$ cat src/rtl/hs_pkg.sv
// Shared definitions for the high-score RAM sequencer slice.
//   HS_AW / HS_LW        : default RAM address and burst length widths.
//   HS_SETTLE_DEF        : default pause-to-first-access settle time (cycles).
//   HS_RAM_LAT_DEF       : default RAM read latency (cycles).
//   hs_seq_state_t       : sequencer FSM state encoding.
package hs_pkg;

  localparam int HS_AW          = 16;
  localparam int HS_LW          = 8;
  localparam int HS_SETTLE_DEF  = 4;
  localparam int HS_RAM_LAT_DEF = 2;

  typedef enum logic [2:0] {
    S_IDLE,
    S_WAIT_VB,
    S_SETTLE,
    S_WRITE,
    S_RD_ISSUE,
    S_RD_WAIT,
    S_RELEASE
  } hs_seq_state_t;

endpackage

$ cat src/rtl/hs_ram_sequencer_if.sv
// Request / byte-stream bus between the hiscore engine (master) and the
// RAM sequencer (slave).
//   req_*      : one burst request (write flag, start address, length).
//   abort      : terminate the burst in progress.
//   wr_*       : bytes to write into RAM (valid/ready).
//   rd_*       : bytes read from RAM (one-cycle valid pulse).
//   done       : one-cycle end-of-burst pulse, qualified by aborted.
interface hs_ram_sequencer_if
  import hs_pkg::*;
#(
  parameter int AW = HS_AW,
  parameter int LW = HS_LW
);

  logic          req_valid;
  logic          req_ready;
  logic          req_write;
  logic [AW-1:0] req_addr;
  logic [LW-1:0] req_len;
  logic          abort;
  logic [7:0]    wr_data;
  logic          wr_valid;
  logic          wr_ready;
  logic [7:0]    rd_data;
  logic          rd_valid;
  logic          done;
  logic          aborted;

  modport master (
    output req_valid, req_write, req_addr, req_len, abort, wr_data, wr_valid,
    input  req_ready, wr_ready, rd_data, rd_valid, done, aborted
  );

  modport slave (
    input  req_valid, req_write, req_addr, req_len, abort, wr_data, wr_valid,
    output req_ready, wr_ready, rd_data, rd_valid, done, aborted
  );

endinterface

$ cat src/rtl/hs_edge_det.sv
// Registered rising-edge detector.
//   clk, reset : clock and synchronous active-high reset.
//   sig        : level input, synchronous to clk.
//   rise       : high in the cycle where sig is 1 and was 0 the cycle before.
// A level that is already high produces no edge until it falls and rises again.
module hs_edge_det (
  input  logic clk,
  input  logic reset,
  input  logic sig,
  output logic rise
);

  logic sig_q;

  always_ff @(posedge clk) begin
    if (reset) sig_q <= 1'b0;
    else       sig_q <= sig;
  end

  assign rise = sig & ~sig_q;

endmodule

$ cat src/rtl/hs_ram_sequencer.sv
// High-score save/restore burst sequencer for game work RAM.
//   clk, reset     : system clock, synchronous active-high reset.
//   vblank         : vertical blank; optionally gates the burst start.
//   bus (slave)    : request, abort, write-byte and read-byte streams.
//   pause_cpu      : CPU pause request, held from settle to release.
//   ram_access     : sequencer owns the shared RAM port.
//   ram_address    : RAM address.
//   data_to_ram    : write data, registered together with ram_write.
//   ram_write      : RAM write strobe.
//   data_from_ram  : RAM read data, valid RAM_LAT cycles after the address.
module hs_ram_sequencer
  import hs_pkg::*;
#(
  parameter int AW          = HS_AW,
  parameter int LW          = HS_LW,
  parameter int RAM_LAT     = HS_RAM_LAT_DEF,
  parameter int SETTLE      = HS_SETTLE_DEF,
  parameter bit SYNC_VBLANK = 1'b1
) (
  input  logic                clk,
  input  logic                reset,
  input  logic                vblank,
  hs_ram_sequencer_if.slave   bus,
  output logic                pause_cpu,
  output logic                ram_access,
  output logic [AW-1:0]       ram_address,
  output logic [7:0]          data_to_ram,
  output logic                ram_write,
  input  logic [7:0]          data_from_ram
);

  hs_seq_state_t state_q, state_d;

  logic          write_q;
  logic [AW-1:0] addr_q;
  logic [LW-1:0] cnt_q;
  logic [7:0]    tmr_q;
  logic          aborted_q;
  logic [7:0]    rd_data_q;
  logic          rd_valid_q;

  logic          vb_rise;
  logic          busy;
  logic          abort_take;
  logic          settle_done;
  logic          rd_sample;
  logic          wr_take;

  logic          req_ready_c;
  logic          wr_ready_c;
  logic          done_c;
  logic          aborted_c;

  hs_edge_det u_vb_edge (
    .clk   (clk),
    .reset (reset),
    .sig   (vblank),
    .rise  (vb_rise)
  );

  // Abort only has meaning while a burst is actually in flight.
  assign busy        = (state_q != S_IDLE) && (state_q != S_RELEASE);
  assign abort_take  = busy && bus.abort;
  assign settle_done = (state_q == S_SETTLE) && (tmr_q == 8'd0);
  assign rd_sample   = (state_q == S_RD_WAIT) && (tmr_q == 8'd0) && !bus.abort;
  assign wr_take     = wr_ready_c && bus.wr_valid;

  // ---------------------------------------------------------------------------
  // State register
  // ---------------------------------------------------------------------------
  // NOTE: clocked state uses non-blocking assignments so every register
  // samples pre-edge values regardless of process ordering.
  always_ff @(posedge clk) begin
    if (reset) state_q <= S_IDLE;
    else       state_q <= state_d;
  end

  // ---------------------------------------------------------------------------
  // Next-state logic
  // ---------------------------------------------------------------------------
  always_comb begin
    state_d = state_q;
    unique case (state_q)
      S_IDLE: begin
        if (bus.req_valid) begin
          if (bus.req_len == '0)    state_d = S_RELEASE;
          else if (SYNC_VBLANK)     state_d = S_WAIT_VB;
          else                      state_d = S_SETTLE;
        end
      end
      S_WAIT_VB:  if (vb_rise) state_d = S_SETTLE;
      S_SETTLE:   if (tmr_q == 8'd0) state_d = write_q ? S_WRITE : S_RD_ISSUE;
      // Count reaching zero means the final strobe is on the port this
      // cycle; leave only after it has been presented.
      S_WRITE:    if (cnt_q == '0) state_d = S_RELEASE;
      S_RD_ISSUE: state_d = S_RD_WAIT;
      S_RD_WAIT: begin
        if (tmr_q == 8'd0) state_d = (cnt_q == LW'(1)) ? S_RELEASE : S_RD_ISSUE;
      end
      S_RELEASE:  state_d = S_IDLE;
      default:    state_d = S_IDLE;
    endcase
    if (abort_take) state_d = S_RELEASE;
  end

  // ---------------------------------------------------------------------------
  // Output decode
  // ---------------------------------------------------------------------------
  // NOTE: every signal gets a default before the case so no path leaves it
  // unassigned, which would otherwise infer a latch.
  always_comb begin
    req_ready_c = 1'b0;
    wr_ready_c  = 1'b0;
    done_c      = 1'b0;
    aborted_c   = 1'b0;
    pause_cpu   = 1'b0;
    ram_access  = 1'b0;
    unique case (state_q)
      S_IDLE:   req_ready_c = 1'b1;
      S_SETTLE: pause_cpu   = 1'b1;
      S_WRITE: begin
        pause_cpu  = 1'b1;
        ram_access = 1'b1;
        // No new byte on the abort cycle, so nothing is strobed in RELEASE.
        wr_ready_c = (cnt_q != '0) && !bus.abort;
      end
      S_RD_ISSUE, S_RD_WAIT: begin
        pause_cpu  = 1'b1;
        ram_access = 1'b1;
      end
      S_RELEASE: begin
        done_c    = 1'b1;
        aborted_c = aborted_q;
      end
      default: ;
    endcase
  end

  assign bus.req_ready = req_ready_c;
  assign bus.wr_ready  = wr_ready_c;
  assign bus.done      = done_c;
  assign bus.aborted   = aborted_c;
  assign bus.rd_data   = rd_data_q;
  assign bus.rd_valid  = rd_valid_q;

  // ---------------------------------------------------------------------------
  // Datapath: request latch, counters, RAM port registers
  // ---------------------------------------------------------------------------
  always_ff @(posedge clk) begin
    if (reset) begin
      write_q     <= 1'b0;
      addr_q      <= '0;
      cnt_q       <= '0;
      tmr_q       <= 8'd0;
      aborted_q   <= 1'b0;
      ram_address <= '0;
      data_to_ram <= 8'd0;
      ram_write   <= 1'b0;
      rd_data_q   <= 8'd0;
      rd_valid_q  <= 1'b0;
    end else begin
      ram_write  <= wr_take;
      rd_valid_q <= rd_sample;

      if (state_q == S_IDLE && bus.req_valid) begin
        write_q   <= bus.req_write;
        addr_q    <= bus.req_addr;
        cnt_q     <= bus.req_len;
        aborted_q <= 1'b0;
      end

      if (abort_take) aborted_q <= 1'b1;

      // Shared timer: settle countdown, then per-byte read latency.
      unique case (state_q)
        S_SETTLE, S_RD_WAIT: if (tmr_q != 8'd0) tmr_q <= tmr_q - 8'd1;
        S_RD_ISSUE:          tmr_q <= 8'(RAM_LAT - 1);
        default:             tmr_q <= 8'(SETTLE - 1);
      endcase

      if (settle_done && !bus.abort) ram_address <= addr_q;

      // A write advances the address once its strobe has been presented,
      // so data and address appear on the port together.
      if (wr_take) begin
        data_to_ram <= bus.wr_data;
        cnt_q       <= cnt_q - LW'(1);
      end
      if (ram_write) ram_address <= ram_address + AW'(1);

      if (rd_sample) begin
        rd_data_q   <= data_from_ram;
        ram_address <= ram_address + AW'(1);
        cnt_q       <= cnt_q - LW'(1);
      end
    end
  end

endmodule

$ cat src/flat_wrapper.sv
// flat-port wrapper written by rule: the top's interface ports become plain ports
module hs_ram_sequencer_flat import hs_pkg::*;
#(
  parameter int AW          = HS_AW,
  parameter int LW          = HS_LW,
  parameter int RAM_LAT     = HS_RAM_LAT_DEF,
  parameter int SETTLE      = HS_SETTLE_DEF,
  parameter bit SYNC_VBLANK = 1'b1
)
  (clk, reset, vblank, pause_cpu, ram_access, ram_address, data_to_ram, ram_write, data_from_ram, bus_req_valid, bus_req_write, bus_req_addr, bus_req_len, bus_abort, bus_wr_data, bus_wr_valid, bus_req_ready, bus_wr_ready, bus_rd_data, bus_rd_valid, bus_done, bus_aborted);
  hs_ram_sequencer_if #(.AW(AW), .LW(LW)) bus_i ();
  input  logic clk;
  input  logic reset;
  input  logic vblank;
  output logic pause_cpu;
  output logic ram_access;
  output logic [AW-1:0] ram_address;
  output logic [7:0] data_to_ram;
  output logic ram_write;
  input  logic [7:0] data_from_ram;
  input wire logic [$bits(bus_i.req_valid)-1:0] bus_req_valid;
  input wire logic [$bits(bus_i.req_write)-1:0] bus_req_write;
  input wire logic [$bits(bus_i.req_addr)-1:0] bus_req_addr;
  input wire logic [$bits(bus_i.req_len)-1:0] bus_req_len;
  input wire logic [$bits(bus_i.abort)-1:0] bus_abort;
  input wire logic [$bits(bus_i.wr_data)-1:0] bus_wr_data;
  input wire logic [$bits(bus_i.wr_valid)-1:0] bus_wr_valid;
  output wire logic [$bits(bus_i.req_ready)-1:0] bus_req_ready;
  output wire logic [$bits(bus_i.wr_ready)-1:0] bus_wr_ready;
  output wire logic [$bits(bus_i.rd_data)-1:0] bus_rd_data;
  output wire logic [$bits(bus_i.rd_valid)-1:0] bus_rd_valid;
  output wire logic [$bits(bus_i.done)-1:0] bus_done;
  output wire logic [$bits(bus_i.aborted)-1:0] bus_aborted;
  assign bus_i.req_valid = bus_req_valid;
  assign bus_i.req_write = bus_req_write;
  assign bus_i.req_addr = bus_req_addr;
  assign bus_i.req_len = bus_req_len;
  assign bus_i.abort = bus_abort;
  assign bus_i.wr_data = bus_wr_data;
  assign bus_i.wr_valid = bus_wr_valid;
  assign bus_req_ready = bus_i.req_ready;
  assign bus_wr_ready = bus_i.wr_ready;
  assign bus_rd_data = bus_i.rd_data;
  assign bus_rd_valid = bus_i.rd_valid;
  assign bus_done = bus_i.done;
  assign bus_aborted = bus_i.aborted;
  hs_ram_sequencer #(.AW(AW), .LW(LW), .RAM_LAT(RAM_LAT), .SETTLE(SETTLE), .SYNC_VBLANK(SYNC_VBLANK)) u_core (.clk(clk), .reset(reset), .vblank(vblank), .bus(bus_i), .pause_cpu(pause_cpu), .ram_access(ram_access), .ram_address(ram_address), .data_to_ram(data_to_ram), .ram_write(ram_write), .data_from_ram(data_from_ram));
endmodule
$ cat config.mk
export PLATFORM = sky130hd
export DESIGN_NAME = hs_ram_sequencer_flat
export DESIGN_NICKNAME = d
export VERILOG_FILES = /design/src/rtl/hs_pkg.sv /design/src/rtl/hs_ram_sequencer_if.sv /design/src/rtl/hs_edge_det.sv /design/src/rtl/hs_ram_sequencer.sv /design/src/flat_wrapper.sv
export SDC_FILE = /design/constraint.sdc
export NUM_CORES = 1
export LEC_CHECK = 0
export CAP_MARGIN = 25
export CORE_ASPECT_RATIO = 0.6
export CORE_UTILIZATION = 45
export DETAILED_ROUTE_END_ITERATION = 8
export GPL_TIMING_DRIVEN = 0
export PLACE_DENSITY = 0.77
export SLEW_MARGIN = 30
export SYNTH_ARGS = -nofsm -noshare
export SYNTH_HDL_FRONTEND = slang
export SYNTH_SLANG_ARGS = --single-unit
$ cat constraint.sdc
create_clock -name clk -period 2.12 [get_ports clk]
set_clock_uncertainty 0.05 [all_clocks]
set_input_delay 0.424 -clock clk [delete_from_list [all_inputs] [get_ports clk]]
set_output_delay 0.424 -clock clk [all_outputs]
set_load 0.02 [all_outputs]
Yosys cells after proc, flatten, opt, wreduce, memory -nomap -nowiden
Index checks and enable logic that the tools add are counted.
- output and inout port bits: 40
- flip-flop bits (word level): 72
- input bits: 47
- word-level logic and storage cells: 89
- reductions and logical operators: 26
- bitwise gates (word level): 2
- add/sub/neg operators: 3
- mux-type cells: 26
- equality and inequality tests: 19
- operators by type and width (cell ; number):
    16-bit two-way mux ; 3
    8-bit two-way mux ; 4
    8-bit zero test ; 3
    3-bit two-way mux ; 8
    3-bit case mux with 6 select lines ; 1
    16-bit by 1-bit adder with 16-bit output (second input constant) ; 1
    8-bit case mux with 2 select lines ; 1
    8-bit nonzero test ; 2
    8-bit by 1-bit subtractor with 8-bit output (second input constant) ; 2
    3-bit by 2-bit != test with 1-bit output (second input constant) ; 4
    5-bit AND reduction ; 2
    3-bit == test (second input constant) ; 3
    1-bit logical AND ; 9
    3-bit nonzero test ; 3
    8-bit by 1-bit == test with 1-bit output (second input constant) ; 1
    1-bit two-way mux ; 8
    2-bit != test (second input constant) ; 4
    3-bit by 2-bit == test with 1-bit output (second input constant) ; 2
    2-bit by 1-bit != test with 1-bit output (second input constant) ; 2
    2-bit OR reduction ; 2
    4-bit OR reduction ; 1
    3-bit by 1-bit == test with 1-bit output (second input constant) ; 1
    3-bit zero test ; 1
    3-bit by 1-bit != test with 1-bit output (second input constant) ; 1
    7 further kinds ; 7

Depth between registers and ports, before layout
Gate-level depths: netlist of the first run.
- word-level depth: 6
- gate-level depth with buffers: 8
- gate-level depth less buffers: 7

Hierarchy
A second synthesis of the first run with hierarchy kept.
- cell total of the unflattened synthesis: 434
- area total of the unflattened synthesis: 3502.1 um2
- modules (own cells, without submodules) (module ; sequential area each (um2) ; area an instance (um2) ; times used ; cells each):
    hs_ram_sequencer ; 1421.4 ; 3454.6 ; 1 ; 431
    hs_edge_det ; 20.0 ; 47.5 ; 1 ; 3

Worst setup path before layout of the first run
No wires, ideal clock.
- path kind: reg-to-reg
- start point: register u_core.cnt_q[0]
- end point: register u_core.cnt_q[2]
- period minus slack after synthesis: 2.119 ns
- slack: 0.001 ns
- required time: 1.996 ns
- arrival time: 1.994 ns
- stages on the path, launching flop included: 9
- cells stage by stage: dfxtp_1 inv_1 ha_1 nor4b_1 a2111oi_2 buf_4 o21ai_0 or2_2 a31oi_1
- longest elaborated chain between the ends: 6
- elaborated cells between the ends (all ways): 8
- ends and longest elaborated chain (what ; RTL line ; source):
    start: declaration ; hs_ram_sequencer.sv:36 ; logic [LW-1:0] cnt_q;
    start signal: assignment ; hs_ram_sequencer.sv:168 ; cnt_q <= bus.req_len;
    start signal: assignment ; hs_ram_sequencer.sv:187 ; cnt_q <= cnt_q - LW'(1);
    start signal: assignment ; hs_ram_sequencer.sv:194 ; cnt_q <= cnt_q - LW'(1);
    branches (longest 6 deep; another with 8-bit by 1-bit subtractor with 8-bit output) ; n/a ;
Several ways; the timed one is not identified.
A chain may end at the register's enable or synchronous reset.

Final worst setup path of the first run
- start point: register u_core.cnt_q[0]
- end point: output port bus_wr_ready
- longest elaborated chain between the ends: 3
- ends and longest elaborated chain (what ; RTL line ; source):
    8-bit nonzero test ; hs_ram_sequencer.sv:125 ; wr_ready_c = (cnt_q != '0) && !bus.abort;
    1-bit logical AND ; hs_ram_sequencer.sv:125 ;
    1-bit two-way mux ; hs_ram_sequencer.sv:118 ; unique case (state_q)
    end: declaration ; flat_wrapper.sv:29 ; output wire logic [$bits(bus_i.wr_ready)-1:0] bus_wr_ready;
No other way between the ends.

==> results of run 1 <==
## stage by stage
stage / area (um^2) / utilization [%] / setup WS (ns) / power [uW]
2_1_floorplan: 3600 / - / 0.00142 / 2930
3_3_place_gp: 4590 / 61.1 / -0.799 / 3440
3_5_place_dp: 4590 / 61.1 / -0.772 / 3470
4_1_cts: 5050 / 67.3 / -0.0589 / 5290
5_1_grt: 5220 / 69.5 / -0.0451 / 5700
6_report: 5220 / 69.5 / 0.0141 / 5440
## path summary, 6_finish.rpt
path | to | slack, ns | cells after the start
worst max-delay path | bus_wr_ready | 0.01 | 6
worst max register to register | u_core.ram_address[6] | 0.04 | 6
worst min-delay path | u_core.bus.rd_data[5] | 0.41 | 2
worst min register to register | u_core.bus.rd_data[5] | 0.41 | 2
## state kept, by name, indices dropped and copies added, names as in the netlist
register / cells
u_core.aborted_q: 1
u_core.addr_q: 16
u_core.bus.rd_data: 8
u_core.bus.rd_valid: 1
u_core.cnt_q: 8
u_core.data_to_ram: 8
u_core.ram_address: 16
u_core.ram_write: 1
u_core.state_q: 3
u_core.tmr_q: 8
u_core.u_vb_edge.sig_q: 1
u_core.write_q: 1
## Yosys cell counts (2+ instances only)
| master | instances | area, um^2 |
|---|---|---|
| a32oi_1 | 3 | 26.3 |
| o21ai_0 | 13 | 65.1 |
| mux2i_1 | 10 | 100 |
| inv_1 | 15 | 56.3 |
| o2bb2ai_1 | 2 | 17.5 |
| nand4_1 | 4 | 25.0 |
| a211oi_1 | 4 | 30.0 |
| xor2_1 | 3 | 26.3 |
| or2_2 | 4 | 25.0 |
| or3_1 | 3 | 18.8 |
| and4_1 | 2 | 17.5 |
| or3b_2 | 2 | 17.5 |
| nor2_1 | 31 | 116 |
| o21a_1 | 3 | 22.5 |
| a22oi_1 | 2 | 15.0 |
| buf_2 | 4 | 20.0 |
| nand2_1 | 79 | 297 |
| a2111oi_2 | 2 | 30.0 |
| dfxtp_1 | 72 | 1440 |
| o211ai_1 | 2 | 15.0 |
| nor2b_1 | 4 | 25.0 |
| nor4_1 | 9 | 56.3 |
| a31oi_1 | 6 | 37.5 |
| nand3b_1 | 4 | 30.0 |
| nand3_1 | 12 | 60.1 |
| and2_1 | 6 | 37.5 |
| ha_1 | 6 | 75.1 |
| xnor2_1 | 4 | 35.0 |
| and3_1 | 5 | 31.3 |
| a2111oi_0 | 2 | 17.5 |
| o21ai_1 | 2 | 10.0 |
| a21oi_1 | 56 | 280 |
| nor3_1 | 18 | 90.1 |
| o32ai_1 | 5 | 43.8 |
| clkbuf_1 | 18 | 67.6 |
| nand2b_1 | 5 | 31.3 |
## power by group through the flow
stage / Sequential, uW / Combinational [uW] / Clock, uW
finish: 1750 / 1970 / 1720
floorplan: 1710 / 1220 / 0
global route: 1770 / 2130 / 1790
global placement: 1740 / 1700 / 0
detailed placement: 1740 / 1730 / 0
CTS: 1730 / 1820 / 1740
## final cells by class
class	count	area (um^2)	share of cell area (%)
Buffer	25	156	3.00
Clock buffer	12	267	5.11
Clock inverter	4	75.1	1.44
Inverter	15	56.3	1.08
Multi-Input combinational cell	337	2100	40.3
Sequential cell	72	1450	27.9
Tap cell	104	130	2.49
Timing Repair Buffer	98	975	18.7
## logic make-up after synthesis
family,share of synthesized area [%]
mux,2.78
simple gates,27.9
buf+inv,4.76
flops,40.1
compound gates,20.7
fa+ha+maj,2.09
xor+xnor,1.70
## repair_timing
| item | 4_1_cts | 5_1_grt |
|---|---|---|
| gates resized for setup | 38 | 42 |
| setup endpoints to repair | 41 | 48 |
| buffers inserted | 4 | 8 |
| endpoints found under the hold margin | 0 | 0 |
| pin swaps | 5 | 8 |
| cloned | 0 | 1 |
## worst max-delay path, stage by stage, from the launching register on
cell and delay (ns):
dfxtp_4 0.36, inv_2 0.07, ha_1 0.15, nor4b_4 0.28
a21oi_2 0.11, and2_1 0.17, buf_2 0.15
## layer usage
metal  share of wire [%]  up-vias
li1                    -     1827
met1                  46     1836
met2                  44      183
met3                 9.1       13
met4                0.88        0
met5                   0        -
==> metrics.md, run 1 <==
| Metric | Value |
|---|---|
| Worst slew margin | 54.8% |
| Final Hold Vio Count | 0 |
| Hold path start | u_core.bus.rd_data[5] |
| Initial antenna violation count | 0 |
| Vias in the first global route | 3,523 |
| # nets final | 611 |
| RD Place Congestion | 0.906 |
| Distinct cells, synth | 63 |
| CTS tree | yes |
| Final WL | 11.4 mm |
| Reg2reg start | u_core.tmr_q[3] |
| Post-Syn Area | 0.00360 mm^2 |
| RSZ-0062 raised after global routing | true |
| Total die area | 0.00837 mm^2 |
| Net Sw Frac | 35.1% |
| Avg Cell Area, Syn | 8.01 um^2 |
| P_leak | 0.00187 uW |
| Critical path fanouts, max | 5 |
| Post-DRT Antenna Nets | 0 |
| Hold Worst Slack | 0.409 ns |
| DR vias/cell | 5.79 |
| CP Class | flop to output port |
| Async SR Flop Fraction | 0% |
| GRT overflow | 0 |
| Max-slew violations | 0 |
| Share of cells above drive strength 1 | 16.3% |
| Highest-count cells in the layout ignoring fill and taps | nand2_1, clkdlybuf4s50_1, dfxtp_1, a21oi_1, nor2_1 |
| Clock network power share | 31.7% |
| DRC errors left | 0 |
| Sequential Power Share | 32.1% |
| Crit path launch | u_core.cnt_q[0] |
| Status | finished clean |
| FMAX | 475 MHz |
| Port Buffers | 86 |
| Largest net degree at the start of global routing | 13 |
| Combinational power share | 36.2% |
| Min Tclk post-route | 2.11 ns |
| GR Util met3 | 9.71% |
| Initial DRC count | 334 |
| Sink Count | 72 |
| H-tree depth | 3 |
| Core Region | 0.00751 mm^2 |
| Drt first pass iters | 5 |
| CTS root buffer | clkbuf_16 |
| Die X | 117 um |
| # setup viols final | 0 |
| First-pass GRT wire length | 17.5 mm |
| Worst-skew pair later-pin latency | 0.34 ns |
| DR WL/cell | 17.1 um |
| HPWL Detailed | 7.67 mm |
| Post-Syn Nets | 502 |
| Most Crowded Layer GR | met2 |
| Sequential area share after synthesis | 40.1% |
| Number of CTS-inserted buffers | 9 |
| Post-synth EDFFs | 0 |
| Arr. time, crit path | 1.63 ns |
| Internal power component | 3530 uW |
| Setup crit start kind | flop |
| Worst-case vdd ir drop | 0.638 mV |
| Vias | 3,859 |
| Maximum Capacitance Violations | 0 |
| Die Height | 71.3 um |
| Io pins | 87 |
| CP endpoint kind | output port |
| Syn Inst Count | 449 |
| Placed cells | 639 |
| Met1 GRT Util | 36.8% |
| CTS Hold Bufs | 0 |
| # diodes | 0 |
| #FFs+latches synth | 72 |
| Clock transition at the registers of the reported paths | 0.06 ns |
| Psw | 1910 uW |
| Worst Hold Class | flop to flop |
| Initial Util | 47.9% |
| GRT Total Usage | 26.8% |
| Worst-Margin Slew | 0.679 ns |
| P per Cell Area | 1040 mW/mm^2 |
| Met2 usage | 39.4% |
| Final worst-path cycle share | 99.3% |
| Yosys warns | 0 |
| Primary FF master, synth | dfxtp_1 |
| Area Overhead vs Synth | 45.0% |
| Layout Cells excl Fill | 667 |
| Core Rows | 24 |
| Total negative setup slack | 0 ns |
| WP data required | 1.65 ns |
| Filler Cell Count | 596 |
| Worst-case clock buffer depth | 2 |
(Power assumes the default switching activity.)
==> run 2: changes to the inputs <==
REMOVE_ABC_BUFFERS = 1   (was default)
==> metrics.md, run 2 (synthesized netlist as in run 1, its figures left out) <==
| Metric | Value |
|---|---|
| Status | complete, but fails checks |
| Failing checks | negative setup slack |
| Highest-count cells in the layout ignoring fill and taps | nand2_1, clkdlybuf4s50_1, dfxtp_1, a21oi_1, nor2_1 |
| WP data required | 2.32 ns (+0.67 ns) |
| CTS Hold Bufs | 0 (unchanged) |
| Critical path buffers and inverters | 1 (-1) |
| Sequential Power Share | 34.3% (+2.2 points) |
| Die Height | 71.3 um (unchanged) |
| Number of CTS-inserted buffers | 9 (unchanged) |
| GRT overflow | 0 (unchanged) |
| Maximum Capacitance Violations | 0 (unchanged) |
| Largest net degree at the start of global routing | 62 (+49) |
| # setup viols final | 1 (+1) |
| CP Class | flop to flop |
| Worst-case vdd ir drop | 0.495 mV (-22%) |
| P per Cell Area | 1040 mW/mm^2 (+0.17%) |
| Core Rows | 24 (unchanged) |
| Final WL | 10.5 mm (-8.1%) |
| Pre-CTS setup slack | -0.769 ns (+0.00264 ns) |
| Area after DPL | 0.00453 mm^2 (-1.3%) |
| Worst Hold Class | input port to flop |
| # nets final | 591 (-3.3%) |
| Critical path, cell by cell | or4_4 > a2111oi_4 > buf_4 > or2_2 > a21oi_1 > nor3_1 |
| Worst-case clock buffer depth | 2 (unchanged) |
| Drt first pass iters | 5 (unchanged) |
| Internal power component | 3420 uW (-3.2%) |
| H-tree depth | 3 (unchanged) |
| Clock transition at the registers of the reported paths | 0.06 ns (about the same) |
| DRC errors left | 0 (unchanged) |
| Arr. time, crit path | 2.34 ns (+0.71 ns) |
| Total die area | 0.00837 mm^2 (unchanged) |
| Max-slew violations | 0 (unchanged) |
| Crit path largest cell delay | 0.58 ns (+0.22 ns) |
| Clock network power share | 30.9% (-0.8 points) |
| CP top delay family | simple AND/OR/NAND/NOR gates |
| CTS root buffer | clkbuf_16 |
| Post-DRT Antenna Nets | 0 (unchanged) |
| P_leak | 0.00180 uW (-3.8%) |
| HPWL Detailed | 6.82 mm (-11%) |
| Vias in the first global route | 3,330 (-5.5%) |
| Initial antenna violation count | 0 (unchanged) |
| Worst slew margin | 62.2% (+7.4 points) |
| DR WL/cell | 16.2 um (-5.1%) |
| DR vias/cell | 5.77 (-0.28%) |
| Worst-Margin Slew | 0.553 ns (-0.126 ns) |
| Area Overhead vs Synth | 41.1% |
| Net Sw Frac | 35.5% (+0.43 points) |
| Combinational power share | 34.8% (-1.4 points) |
| Critical Path Slowest Stage Cell | or4_4 |
| Setup crit start kind | flop |
| FMAX | 467 MHz (-1.6%) |
| Vias | 3,727 (-3.4%) |
| Initial DRC count | 352 (+5.4%) |
| Io pins | 87 (unchanged) |
| Critical path fanouts, max | 5 (unchanged) |
| RSZ-0062 raised after global routing | true |
| GRT Total Usage | 25.2% (-1.6 points) |
| # diodes | 0 (unchanged) |
| Share of cells above drive strength 1 | 14.9% (-1.4 points) |
| Finished Cell Area | 0.00507 mm^2 (-2.7%) |
| Min Tclk post-route | 2.14 ns (+0.0339 ns) |
| Initial Util | 47.9% (unchanged) |
| Core Region | 0.00751 mm^2 (unchanged) |
| Port Buffers | 86 (unchanged) |
| Filler Cell Count | 612 (+2.7%) |
| Sink Count | 72 (unchanged) |
| RD Place Congestion | 0.840 (-7.4%) |
| CTS tree | yes |
| Largest regs | u_core.addr_q: 16 flops, u_core.ram_address: 16 flops |
| Die X | 117 um (unchanged) |
| First-pass GRT wire length | 16.7 mm (-4.5%) |
| Setup ws final | -0.0199 ns (-0.0339 ns) |
| Final worst-path cycle share | 101% (+1.6 points) |
| Worst-skew pair later-pin latency | 0.34 ns (about the same) |
| Final Hold Vio Count | 0 (unchanged) |
| Psw | 1880 uW (-1.3%) |
| CP endpoint kind | flop |
## run 2: area by class of cell
| class | count | area, um^2 | share of cell area (%) |
|---|---|---|---|
| Clock buffer | 10 | 239 | 4.71 |
| Clock inverter | 5 | 81.3 | 1.60 |
| Inverter | 15 | 58.8 | 1.16 |
| Multi-Input combinational cell | 339 | 2130 | 41.9 |
| Sequential cell | 72 | 1460 | 28.7 |
| Tap cell | 104 | 130 | 2.56 |
| Timing Repair Buffer | 101 | 981 | 19.3 |
## run 2: per-layer routing
| metal | up-vias | part of all wire, % | global-route usage, % |
|---|---|---|---|
| met5 | - | 0 | 0 |
| li1 | 1785 | - | - |
| met2 | 178 | 44 | 37.7 |
| met1 | 1754 | 45 | 34.4 |
| met3 | 10 | 9.2 | 8.60 |
| met4 | 0 | 1.0 | 7.94 |
## run 2: through the flow
step                      instances  utilization [%]  total power (uW)  hold slack [ns]  setup TNS (ns)
after global routing            646             67.6              5580            0.297          -0.176
final                           646             67.6              5300            0.295         -0.0199
after detailed placement        616             60.3              3450            0.399          -20.09
after global placement          614             59.6              3360            0.391          -75.88
after floorplan                 424                -              2860            0.376           -6.47
after CTS                       642             66.7              5230            0.285               0
## run 2: timing repair
item	CTS	global route
setup buffers	9	4
pin swaps	7	2
resized for setup	40	12
gates cloned	2	0
setup endpoints to repair	48	18
## run 2: final timing paths
kind | from | end | slack, ns | cells after the start
worst max-delay path | u_core.tmr_q[3] | u_core.ram_address[6] | -0.02 | 6
worst min-delay path | reset | u_core.addr_q[7] | 0.30 | 2
worst max register to register | u_core.tmr_q[3] | u_core.ram_address[6] | -0.02 | 6
worst min register to register | u_core.bus.rd_data[6] | u_core.bus.rd_data[6] | 0.41 | 2
## run 2: power by group through the flow
stage	clock [uW]	sequential, uW	combinational, uW
CTS	1660	1800	1760
finish	1640	1820	1840
detailed placement	0	1800	1650
floorplan	0	1750	1110
global route	1710	1850	2020
global placement	0	1780	1580
## run 2: worst register-to-register path, delay by kind of cell (launching register included)
family	cells	cell delay [ns]
buf+inv	1	0.20
flops	1	0.37
simple gates	3	0.96
compound gates	2	0.47
==> run 3: changes to the inputs <==
ABC_AREA = 1   (was default)
CORE_UTILIZATION = 46   (was 45)
==> metrics.md, run 3 <==
| Metric | Value |
|---|---|
| Port Buffers | 86 (unchanged) |
| CTS root buffer | clkbuf_16 |
| WP data required | 1.65 ns (-0.67 ns) |
| CTS tree | yes |
| DR WL/cell | 13.6 um (-16%) |
| Distinct cells, synth | 34 (-46%) |
| P per Cell Area | 1020 mW/mm^2 (-2.6%) |
| #FFs+latches synth | 72 (unchanged) |
| Met2 usage | 37.0% (-0.70 points) |
| Setup ws final | 0.0515 ns (+0.0714 ns) |
| Drt first pass iters | 5 (unchanged) |
| DR vias/cell | 5.24 (-9.2%) |
| Met1 GRT Util | 32.4% (-2.0 points) |
| Worst slew margin | 59.8% (-2.4 points) |
| Primary FF master, synth | dfxtp_1 |
| Worst reg2reg setup slack | 0.20 ns (+0.22 ns) |
| Initial Util | 48.3% (+0.33 points) |
| RD Place Congestion | 0.900 (+7.2%) |
| FMAX | 483 MHz (+3.5%) |
| # setup viols final | 0 (-1) |
| GRT overflow | 0 (unchanged) |
| First-pass GRT wire length | 16.6 mm (-0.66%) |
| GRT Total Usage | 24.2% (-1.0 points) |
| P_leak | 0.00203 uW (+13%) |
| H-tree depth | 3 (unchanged) |
| Total negative setup slack | 0 ns (+0.0199 ns) |
| Layout Cells excl Fill | 751 (+16%) |
| Yosys warns | 0 (unchanged) |
| Area Overhead vs Synth | 33.0% |
| Largest area contributor in the netlist | dfxtp_1 |
| Highest-count cells in the layout ignoring fill and taps | nand2_1, nor2_1, clkdlybuf4s50_1, dfxtp_1, inv_1 |
| Placed cells | 731 (+19%) |
| Async SR Flop Fraction | 0% (unchanged) |
| Worst-skew pair later-pin latency | 0.33 ns (about the same) |
| DRC errors left | 0 (unchanged) |
| Count leader, synth | nand2_1 |
| Initial antenna violation count | 0 (unchanged) |
| Final Core Density | 64.2% (-3.4 points) |
| Commonest non-fill, non-tap cell in the layout | nand2_1 |
| Critical path fanouts, max | 7 (+2) |
| Final worst-path cycle share | 97.6% (-3.4 points) |
| Pre-CTS setup slack | -0.395 ns (+0.374 ns) |
| Final Hold Vio Count | 0 (unchanged) |
| Die Height | 72.9 um (+2.2%) |
| CP top delay family | buffers and inverters |
| Initial DRC count | 268 (-24%) |
| Worst-case vdd ir drop | 0.540 mV (+9.1%) |
| Avg Cell Area, Syn | 6.90 um^2 (-14%) |
| Vias | 3,932 (+5.5%) |
| Min Tclk post-route | 2.07 ns (-0.0714 ns) |
| Vias in the first global route | 3,556 (+6.8%) |
| FF-to-FF path depth | 9 (+3) |
| Post-Syn Area | 0.00385 mm^2 (+7.0%) |
| Sequential area share after synthesis | 37.5% (-2.6 points) |
| Critical path buffers and inverters | 3 (+2) |
| HPWL Detailed | 6.92 mm (+1.5%) |
| Total die area | 0.00875 mm^2 (+4.6%) |
| Io pins | 87 (unchanged) |
| Worst-case clock buffer depth | 2 (unchanged) |
| Status | finished clean |
| Crit path largest cell delay | 0.34 ns (-0.24 ns) |
| Critical Path Slowest Stage Cell | dfxtp_2 |
| Hold Path Sink | u_core.addr_q[4] |
| Hold path start | u_core.addr_q[4] |
| Largest regs | u_core.addr_q: 16 flops, u_core.ram_address: 16 flops |
| GR Util met3 | 7.89% (-0.71 points) |
| Post-synth EDFFs | 0 (unchanged) |
| Core Rows | 25 (+4.2%) |
| Max-slew violations | 0 (unchanged) |
| Final WL | 10.2 mm (-2.7%) |
| # diodes | 0 (unchanged) |
| RSZ-0062 raised after global routing | true |
| Most Crowded Layer GR | met2 |
| Maximum Capacitance Violations | 0 (unchanged) |
| CP endpoint kind | output port |
| Core Region | 0.00798 mm^2 (+6.2%) |
| Top cells by area, synth | dfxtp_1, nand2_1, nor2_1, nand3_1, inv_1 |
| CTS Hold Bufs | 0 (unchanged) |
| Reg2reg start | u_core.tmr_q[0] |
| Critical path, cell by cell | inv_2 > nand2_1 > nor2_2 > nor3_4 > inv_1 > dlygate4sd2_1 |
| Worst-Margin Slew | 0.603 ns (+0.0503 ns) |
| Sink Count | 72 (unchanged) |
| # nets final | 691 (+17%) |
| Arr. time, crit path | 1.59 ns (-0.75 ns) |
| CP Class | flop to output port |
| Hold Crit Depth | 2 (unchanged) |
| Share of cells above drive strength 1 | 11.2% (-3.7 points) |
| Post-DRT Antenna Nets | 0 (unchanged) |
| Largest net degree at the start of global routing | 36 (-42%) |
| Syn Inst Count | 558 (+24%) |
| Worst R2R End | u_core.ram_address[15] |
| Setup crit start kind | flop |
| Yosys top cell area share | 37.5% (-2.6 points) |
| Clock transition at the registers of the reported paths | 0.05 ns (about the same) |
| Critical Path Stages | 6 (unchanged) |
| Worst Hold Class | flop to flop |
| Number of CTS-inserted buffers | 9 (unchanged) |
| Synth top cells by count | nand2_1, nor2_1, dfxtp_1 |
| Die X | 120 um (+2.3%) |
| Total power | 5210 uW (-1.7%) |
==> run 3: cell types whose count changed in the layout (fill, tap and decap cells not counted), sizes merged, moves of 10 or more <==
cell   change
nor2      +54
inv       +54
nor3      -13
o21ai     +29
nand2     +30
mux2i     -10
nand3     +48
==> run 3: worst max path at each step <==
stage | startpoint | to | slack [ns]
floorplan | u_core.cnt_q[0] | u_core.cnt_q[7] | 0.20
global placement | reset | u_core.tmr_q[3] | -1.58
detailed placement | bus_wr_valid | u_core.cnt_q[7] | -0.39
CTS | u_core.cnt_q[0] | bus_wr_ready | -0.18
global route | u_core.cnt_q[0] | bus_wr_ready | -0.03
finish | u_core.state_q[2] | ram_access | 0.05
==> run 3: through the flow <==
| step | hold slack (ns) | instance area (um^2) |
|---|---|---|
| after detailed placement | 0.396 | 4740 |
| after CTS | 0.404 | 5070 |
| final | 0.399 | 5120 |
| after global routing | 0.419 | 5120 |
| after floorplan | 0.377 | 3710 |
| after global placement | 0.391 | 4710 |
==> run 3: layout make-up <==
class	instances	area, um^2
inverters	69	264
clock buffers	13	260
clock inverters	3	40.0
multi-input cells	394	2060
flip-flops and latches	72	1450
repair buffers	92	912
well taps	108	135
fillers	734	2860
==> run 3: logic make-up (layout without fill, tap and decap cells) <==
family,Yosys count,count (layout),share of synthesized area (%)
flops,72,72,37.5
simple gates,275,275,33.1
xor+xnor,13,13,2.96
buf+inv,92,177,10.5
compound gates,100,100,14.1
fa+ha+maj,6,6,1.95
==> run 3: timing repair <==
item / in CTS / in global routing
gates resized for setup: 14 / 13
endpoints found under the setup margin: 15 / 26
pin swaps: 1 / 1
setup buffers: 2 / 2
==> run 3: per-layer routing <==
layer  up-vias  wire length (um)
met5         -                 0
met4         0               162
met3        20               964
met2       168              4390
met1      1780              4680
li1       1964                 -
==> run 3: report_power, final <==
| part | switching (uW) | internal [uW] | total (uW) |
|---|---|---|---|
| logic | 1240 | 703 | 1950 |
| registers | 151 | 1590 | 1740 |
| clock network | 552 | 971 | 1520 |
==> run 3: worst min-delay path: stages (launching register included) <==
cell and delay, ns:
dfxtp_1 0.29, inv_1 0.06, a21oi_1 0.05
